`config.mk`:
```
export PLATFORM = sky130hd
export DESIGN_NAME = spi_master
export DESIGN_NICKNAME = d
export VERILOG_FILES = /design/src/rtl/spi_master.sv
export SDC_FILE = /design/constraint.sdc
export NUM_CORES = 1
export LEC_CHECK = 0
export CORE_ASPECT_RATIO = 1.25
export CORE_MARGIN = 2
export CORE_UTILIZATION = 50
export DETAILED_ROUTE_END_ITERATION = 16
export PLACE_DENSITY = 0.93
export SKIP_LAST_GASP = 1
export SYNTH_ARGS = -nofsm -noshare
export SYNTH_HDL_FRONTEND = slang
export SYNTH_SLANG_ARGS = --single-unit
```
`constraint.sdc`:
```
create_clock -name clk -period 4.4 [get_ports clk]
set_clock_uncertainty 0.15 [all_clocks]
set_input_delay 0.88 -clock clk [delete_from_list [all_inputs] [get_ports clk]]
set_output_delay 0.88 -clock clk [all_outputs]
set_load 0.05 [all_outputs]
```
`src/rtl/spi_master.sv`:
```
// Memory-mapped single-byte SPI mode-0 master: software drives chip select, loads TX_DATA,
// starts a transfer, polls STATUS and collects RX_DATA. The SCK half-period comes from CLK_DIV.
module spi_master #(
   parameter logic [7:0] DEFAULT_DIV = 8'd4
) (
   input  logic        clk,
   input  logic        reset_n,
   input  logic        cs,
   input  logic        we,
   input  logic [7:0]  address,
   input  logic [31:0] write_data,
   output logic [31:0] read_data,
   output logic        ready,
   output logic        spi_ss_n,
   output logic        spi_sck,
   output logic        spi_mosi,
   input  logic        spi_miso
);

   localparam logic [7:0] ADDR_STATUS  = 8'h00;
   localparam logic [7:0] ADDR_SS_EN   = 8'h08;
   localparam logic [7:0] ADDR_TX      = 8'h09;
   localparam logic [7:0] ADDR_START   = 8'h0a;
   localparam logic [7:0] ADDR_RX      = 8'h0b;
   localparam logic [7:0] ADDR_CLK_DIV = 8'h0c;

   typedef enum logic [1:0] {ST_IDLE, ST_LOW, ST_HIGH, ST_DONE} state_t;

   state_t      state_r;
   logic        ss_en_r;
   logic [7:0]  tx_data_r;
   logic [7:0]  rx_data_r;
   logic        rx_valid_r;
   logic [7:0]  clk_div_r;
   logic [7:0]  cnt_r;
   logic [2:0]  bit_cnt_r;
   logic [7:0]  shift_r;

   logic        idle_s;
   logic        wr_idle_s;
   logic        rd_rx_s;
   logic [7:0]  div_eff_s;
   logic        unused_s;

   assign idle_s    = (state_r == ST_IDLE);
   assign wr_idle_s = cs & we & idle_s;
   assign rd_rx_s   = cs & ~we & (address == ADDR_RX);
   assign ready     = cs;
   assign unused_s  = ^write_data[31:8];

   // Divider of zero is treated as one so SCK never stalls.
   always_comb begin
      if (clk_div_r == 8'd0) begin
         div_eff_s = 8'd1;
      end else begin
         div_eff_s = clk_div_r;
      end
   end

   // Register read mux; non-selected and write-only addresses return zero.
   always_comb begin
      read_data = 32'h0;
      if (cs && !we) begin
         case (address)
            ADDR_STATUS:  read_data = {30'h0, rx_valid_r, idle_s};
            ADDR_SS_EN:   read_data = {31'h0, ss_en_r};
            ADDR_TX:      read_data = {24'h0, tx_data_r};
            ADDR_RX:      read_data = {24'h0, rx_data_r};
            ADDR_CLK_DIV: read_data = {24'h0, clk_div_r};
            default:      read_data = 32'h0;
         endcase
      end else begin
         read_data = 32'h0;
      end
   end

   // Control registers and the transfer FSM. MISO is shifted in at the SCK rising edge,
   // which moves the next TX bit into shift_r[7] ready for the following falling edge.
   always_ff @(posedge clk) begin
      if (!reset_n) begin
         state_r    <= ST_IDLE;
         ss_en_r    <= 1'b0;
         tx_data_r  <= 8'h00;
         rx_data_r  <= 8'h00;
         rx_valid_r <= 1'b0;
         clk_div_r  <= DEFAULT_DIV;
         cnt_r      <= 8'h00;
         bit_cnt_r  <= 3'd0;
         shift_r    <= 8'h00;
         spi_ss_n   <= 1'b1;
         spi_sck    <= 1'b0;
         spi_mosi   <= 1'b0;
      end else begin
         if (rd_rx_s) begin
            rx_valid_r <= 1'b0;
         end
         if (wr_idle_s) begin
            case (address)
               ADDR_SS_EN: begin
                  ss_en_r  <= write_data[0];
                  spi_ss_n <= ~write_data[0];
               end
               ADDR_TX:      tx_data_r <= write_data[7:0];
               ADDR_CLK_DIV: clk_div_r <= write_data[7:0];
               default: ;
            endcase
         end
         case (state_r)
            ST_IDLE: begin
               if (wr_idle_s && (address == ADDR_START)) begin
                  shift_r   <= tx_data_r;
                  cnt_r     <= div_eff_s - 8'd1;
                  bit_cnt_r <= 3'd7;
                  spi_mosi  <= tx_data_r[7];
                  state_r   <= ST_LOW;
               end
            end
            ST_LOW: begin
               if (cnt_r == 8'd0) begin
                  cnt_r   <= div_eff_s - 8'd1;
                  spi_sck <= 1'b1;
                  shift_r <= {shift_r[6:0], spi_miso};
                  state_r <= ST_HIGH;
               end else begin
                  cnt_r <= cnt_r - 8'd1;
               end
            end
            ST_HIGH: begin
               if (cnt_r == 8'd0) begin
                  cnt_r   <= div_eff_s - 8'd1;
                  spi_sck <= 1'b0;
                  if (bit_cnt_r != 3'd0) begin
                     spi_mosi  <= shift_r[7];
                     bit_cnt_r <= bit_cnt_r - 3'd1;
                     state_r   <= ST_LOW;
                  end else begin
                     state_r <= ST_DONE;
                  end
               end else begin
                  cnt_r <= cnt_r - 8'd1;
               end
            end
            ST_DONE: begin
               rx_data_r  <= shift_r;
               rx_valid_r <= 1'b1;
               state_r    <= ST_IDLE;
            end
            default: state_r <= ST_IDLE;
         endcase
      end
   end

endmodule
```
==> results.env <==
CTS.HOLD.BUFFERS_ADDED=0
ANTENNA_FOUND_INITIAL=0
COMMONEST_NON_FILL_NON_TAP_CELLS_IN_THE_LAYOUT='sky130_fd_sc_hd__dfxtp_1 (50), sky130_fd_sc_hd__nor2_1 (39), sky130_fd_sc_hd__nand2_1 (30), sky130_fd_sc_hd__a21oi_1 (26)'
WL_MET2_UM=3420
WORST-SLEW-PIN-TRANSITION_NS=1.228
SYN_AREA_MM2=0.002950
ANT_NETS=0
ROUTED_WIRELENGTH_UM=6909
PORTBUFFERS=32
CTS_MADE_BUFFERS=5
YS_SEQ_ELEMENTS=50
CRITPATHMAXFANOUT=8
R2R_SLACK_NS=1.89
REPORT.FINAL.SETUP_VIOL=0
CP-END-KIND='output port'
HIGHEST-SIGNAL-LAYER='met4'
ASYNC_RESET_FF_SHARE_PCT=0
AREAGROWTHSYNTHTOFINISH_PCT=12.98
TRITONCTS='done'
PLACEMENT_ROWS=31
CTS.PATH.MAX_BUFFERS=2
FIRSTDRTPASSITERS=8
DETAILROUTE.VIA_COUNT=2652
SLEW_VIOL_FINAL=0
FIN_WS_NS=0.2060
SETUP.WORST_PATH.START_CLASS='primary input'
SYNTHCELLS=349
CLOCK_TREE.ROOT_CELL='sky130_fd_sc_hd__clkbuf_8'
HOLDCRITPATHCLASS='register to register'
CRITPATHARRIVALTIME_NS=3.16
LAYOUT.CELLS.MOST_COMMON='sky130_fd_sc_hd__dfxtp_1'
DRC=0
TOTAL_GLOBAL_ROUTING_TRACK_UTILIZATION_PCT=21.30
FIN_NETS=426
MAXCAPVIOLCOUNT=0
DETAIL_ROUTE.WIRELENGTH.MET1_UM=2675
POSTCTSRESIZEDCELLS=0
HOLD_PATH_END='spi_sck'
GLOBAL_ROUTE_WIRE_LENGTH_BEFORE_REPAIR_UM=11300
SETUP-TNS-FINAL_NS=0
DETAILEDPLACEMENTHPWL_UM=5063
FMAXACHIEVABLE_MHz=238.4
CELLPOWERDENSITY_mW_PER_MM2=361.5
TIMING.CRITICAL_PATH.REQUIRED_NS=3.37
DIE-AREA_MM2=0.006535
R2R.WORST_PATH.CELLS=9
DRIVE_ABOVE_1_SHARE_PCT=8.847
SYNTH-WARNING-COUNT=0
SYNTH_EDF_COUNT=0
EFFECTIVE_UTILIZATION_AT_FLOORPLAN_PCT=51.39
WORST_SETUP_HOLD_PATH_CLK_SLEW_NS=0.09
FIRST_GLOBAL_VIAS=2508
ROUTED_WIRE_LENGTH_PER_INSTANCE_UM=15.74
CLOCK-SINKS=50
DIE-WIDTH_UM=72.71
PLACE_WS_NS=0.2901
LAYOUT_WORST_PATH_CYCLE_SHARE_PCT=95.32
DRT-INITIAL-DRC-COUNT=312
FINALHOLDVIOLATIONS=0
CTS_POST_SETUP_BUFFERS_INSERTED=0
REG2REG_FROM='clk_div_r[2]'
GRT_SETUP_UNREPAIRED='false'
MET3_WIRELENGTH_UM=576
REPLACE_CONGESTION=0.8925
DIE-HEIGHT_UM=89.89
VIA_TO_CELL_RATIO=6.041
TIMING.SLEW.HEADROOM_PCT=18.06
MIN_PERIOD_NS=4.194
GRT_OVERFLOW_TOTAL=0
OUTCOME='complete, no violations'
YS_SEQ_AREA_SHARE_PCT=33.93
WORSTHOLDSTART='spi_sck'
LAYOUT.FILLER_CELLS=504
CRIT_TYPE='primary input to output port'
HOLDPATHSTAGES=2
TOTAL_LEAKAGE_POWER_uW=0.001170
TIMING.RR.END='cnt_r[4]'
REGISTER_AREA_MM2=0.001001
MULTI_INPUT_GATE_AREA_IN_THE_FINAL_LAYOUT_MM2=0.001694
H-TREE-DEPTH=2
GRT_MAX_DEGREE=41
YS_TYPES=64
DESIGN.CORE.AREA_MM2=0.005741
SYNTHFLOPTYPE='sky130_fd_sc_hd__dfxtp_1'
IO_PINS=81
ANTENNA_CELLS=0
CLOCK_INSERTION_DELAY_WORST_SKEW_NS=0.31
VDD_DROP_MAX_mV=0.1937
SYN_AVG_CELL_AREA_UM2=8.454
[cells in the mapped netlist, types with 3 or more instances]
library cell / instances / share of area [%]
sky130_fd_sc_hd__inv_1: 11 / 1.4
sky130_fd_sc_hd__o211ai_1: 4 / 1.0
sky130_fd_sc_hd__clkbuf_1: 6 / 0.76
sky130_fd_sc_hd__o21ai_0: 11 / 1.9
sky130_fd_sc_hd__buf_2: 4 / 0.68
sky130_fd_sc_hd__nor2b_1: 3 / 0.64
sky130_fd_sc_hd__nand2b_1: 4 / 0.85
sky130_fd_sc_hd__a211oi_1: 11 / 2.8
sky130_fd_sc_hd__buf_4: 25 / 6.4
sky130_fd_sc_hd__nand2_1: 30 / 3.8
sky130_fd_sc_hd__dfxtp_1: 50 / 34
sky130_fd_sc_hd__nor3_1: 3 / 0.51
sky130_fd_sc_hd__xor2_1: 3 / 0.89
sky130_fd_sc_hd__a222oi_1: 6 / 2.0
sky130_fd_sc_hd__mux2i_1: 20 / 6.8
sky130_fd_sc_hd__nand3_1: 24 / 4.1
sky130_fd_sc_hd__nor2_1: 39 / 5.0
sky130_fd_sc_hd__a21oi_1: 26 / 4.4
sky130_fd_sc_hd__a221oi_1: 4 / 1.2
sky130_fd_sc_hd__ha_1: 9 / 3.8
sky130_fd_sc_hd__and3_1: 3 / 0.64
sky130_fd_sc_hd__a21boi_0: 3 / 0.76
[registers in the layout, indices dropped and copies added (netlist names)]
register,cells
clk_div_r,8
cnt_r,8
rx_data_r,8
shift_r,8
tx_data_r,8
bit_cnt_r,3
state_r,2
rx_valid_r,1
spi_mosi,1
spi_sck,1
spi_ss_n,1
ss_en_r,1
[metrics by stage]
stage | area [um2] | instances | hold WS (ns) | util, % | total power, uW
2_1_floorplan | 3037 | 372 | 0.2955 | - | 867.4
3_3_place_gp | 3242 | 431 | 0.3195 | 56.47 | 912.3
3_5_place_dp | 3242 | 431 | 0.3279 | 56.47 | 930.1
4_1_cts | 3333 | 439 | 0.3399 | 58.06 | 1202
5_1_grt | 3333 | 439 | 0.3672 | 58.06 | 1277
6_report | 3333 | 439 | 0.3411 | 58.06 | 1205
[critical path, stage by stage]
cell and delay (ns):
sky130_fd_sc_hd__clkdlybuf4s50_1 0.44, sky130_fd_sc_hd__or4_4 0.58, sky130_fd_sc_hd__nor2_1 0.29, sky130_fd_sc_hd__and3_1 0.38, sky130_fd_sc_hd__a222oi_1 0.17, sky130_fd_sc_hd__nor2_1 0.25
sky130_fd_sc_hd__buf_12 0.18
[final cells by class]
| type | instances | area share, % |
|---|---|---|
| Multi-Input combinational cell | 269 | 50.83 |
| Clock buffer | 7 | 2.590 |
| Tap cell | 66 | 2.477 |
| Sequential cell | 50 | 30.03 |
| Inverter | 11 | 1.239 |
| Clock inverter | 1 | 0.1502 |
| Timing Repair Buffer | 35 | 12.69 |
[where the power goes]
group | switching (uW) | total, uW | internal [uW]
Combinational | 248 | 386 | 139
Sequential | 36.0 | 539 | 503
Clock | 153 | 280 | 127
Total | 436 | 1210 | 769
[per-layer routing]
metal  track usage [%]  vias to the layer above
met5                 0                        -
li1                  -                     1257
met1             25.88                     1232
met2             34.70                      135
met4             10.34                        0
met3             4.933                       28
[cell families (layout without fill, tap and decap cells)]
| family | Yosys count | in the layout | synth area share (%) |
|---|---|---|---|
| other | 1 | 24 | 0.1271 |
| DFF | 50 | 50 | 33.93 |
| AOI/OAI and AO/OA | 85 | 85 | 20.31 |
| and+or+nand+nor | 127 | 127 | 22.26 |
| buffers and inverters | 53 | 54 | 11.58 |
| adders and majority gates | 9 | 9 | 3.817 |
| muxes | 20 | 20 | 6.785 |
| xor gates and xnor gates | 4 | 4 | 1.188 |
[worst max path at each step]
stage                   endpoint  cells past startpoint       start  slack, ns
CTS                 read_data[3]                      7  address[5]       0.25
floorplan           read_data[6]                      5  address[5]       0.66
global route        read_data[3]                      7  address[5]       0.15
detailed placement  read_data[3]                      7  address[5]       0.29
finish              read_data[3]                      7  address[5]       0.21
global placement    read_data[2]                      7  address[5]       0.36
No activity file was read; power rests on OpenSTA's default activity.
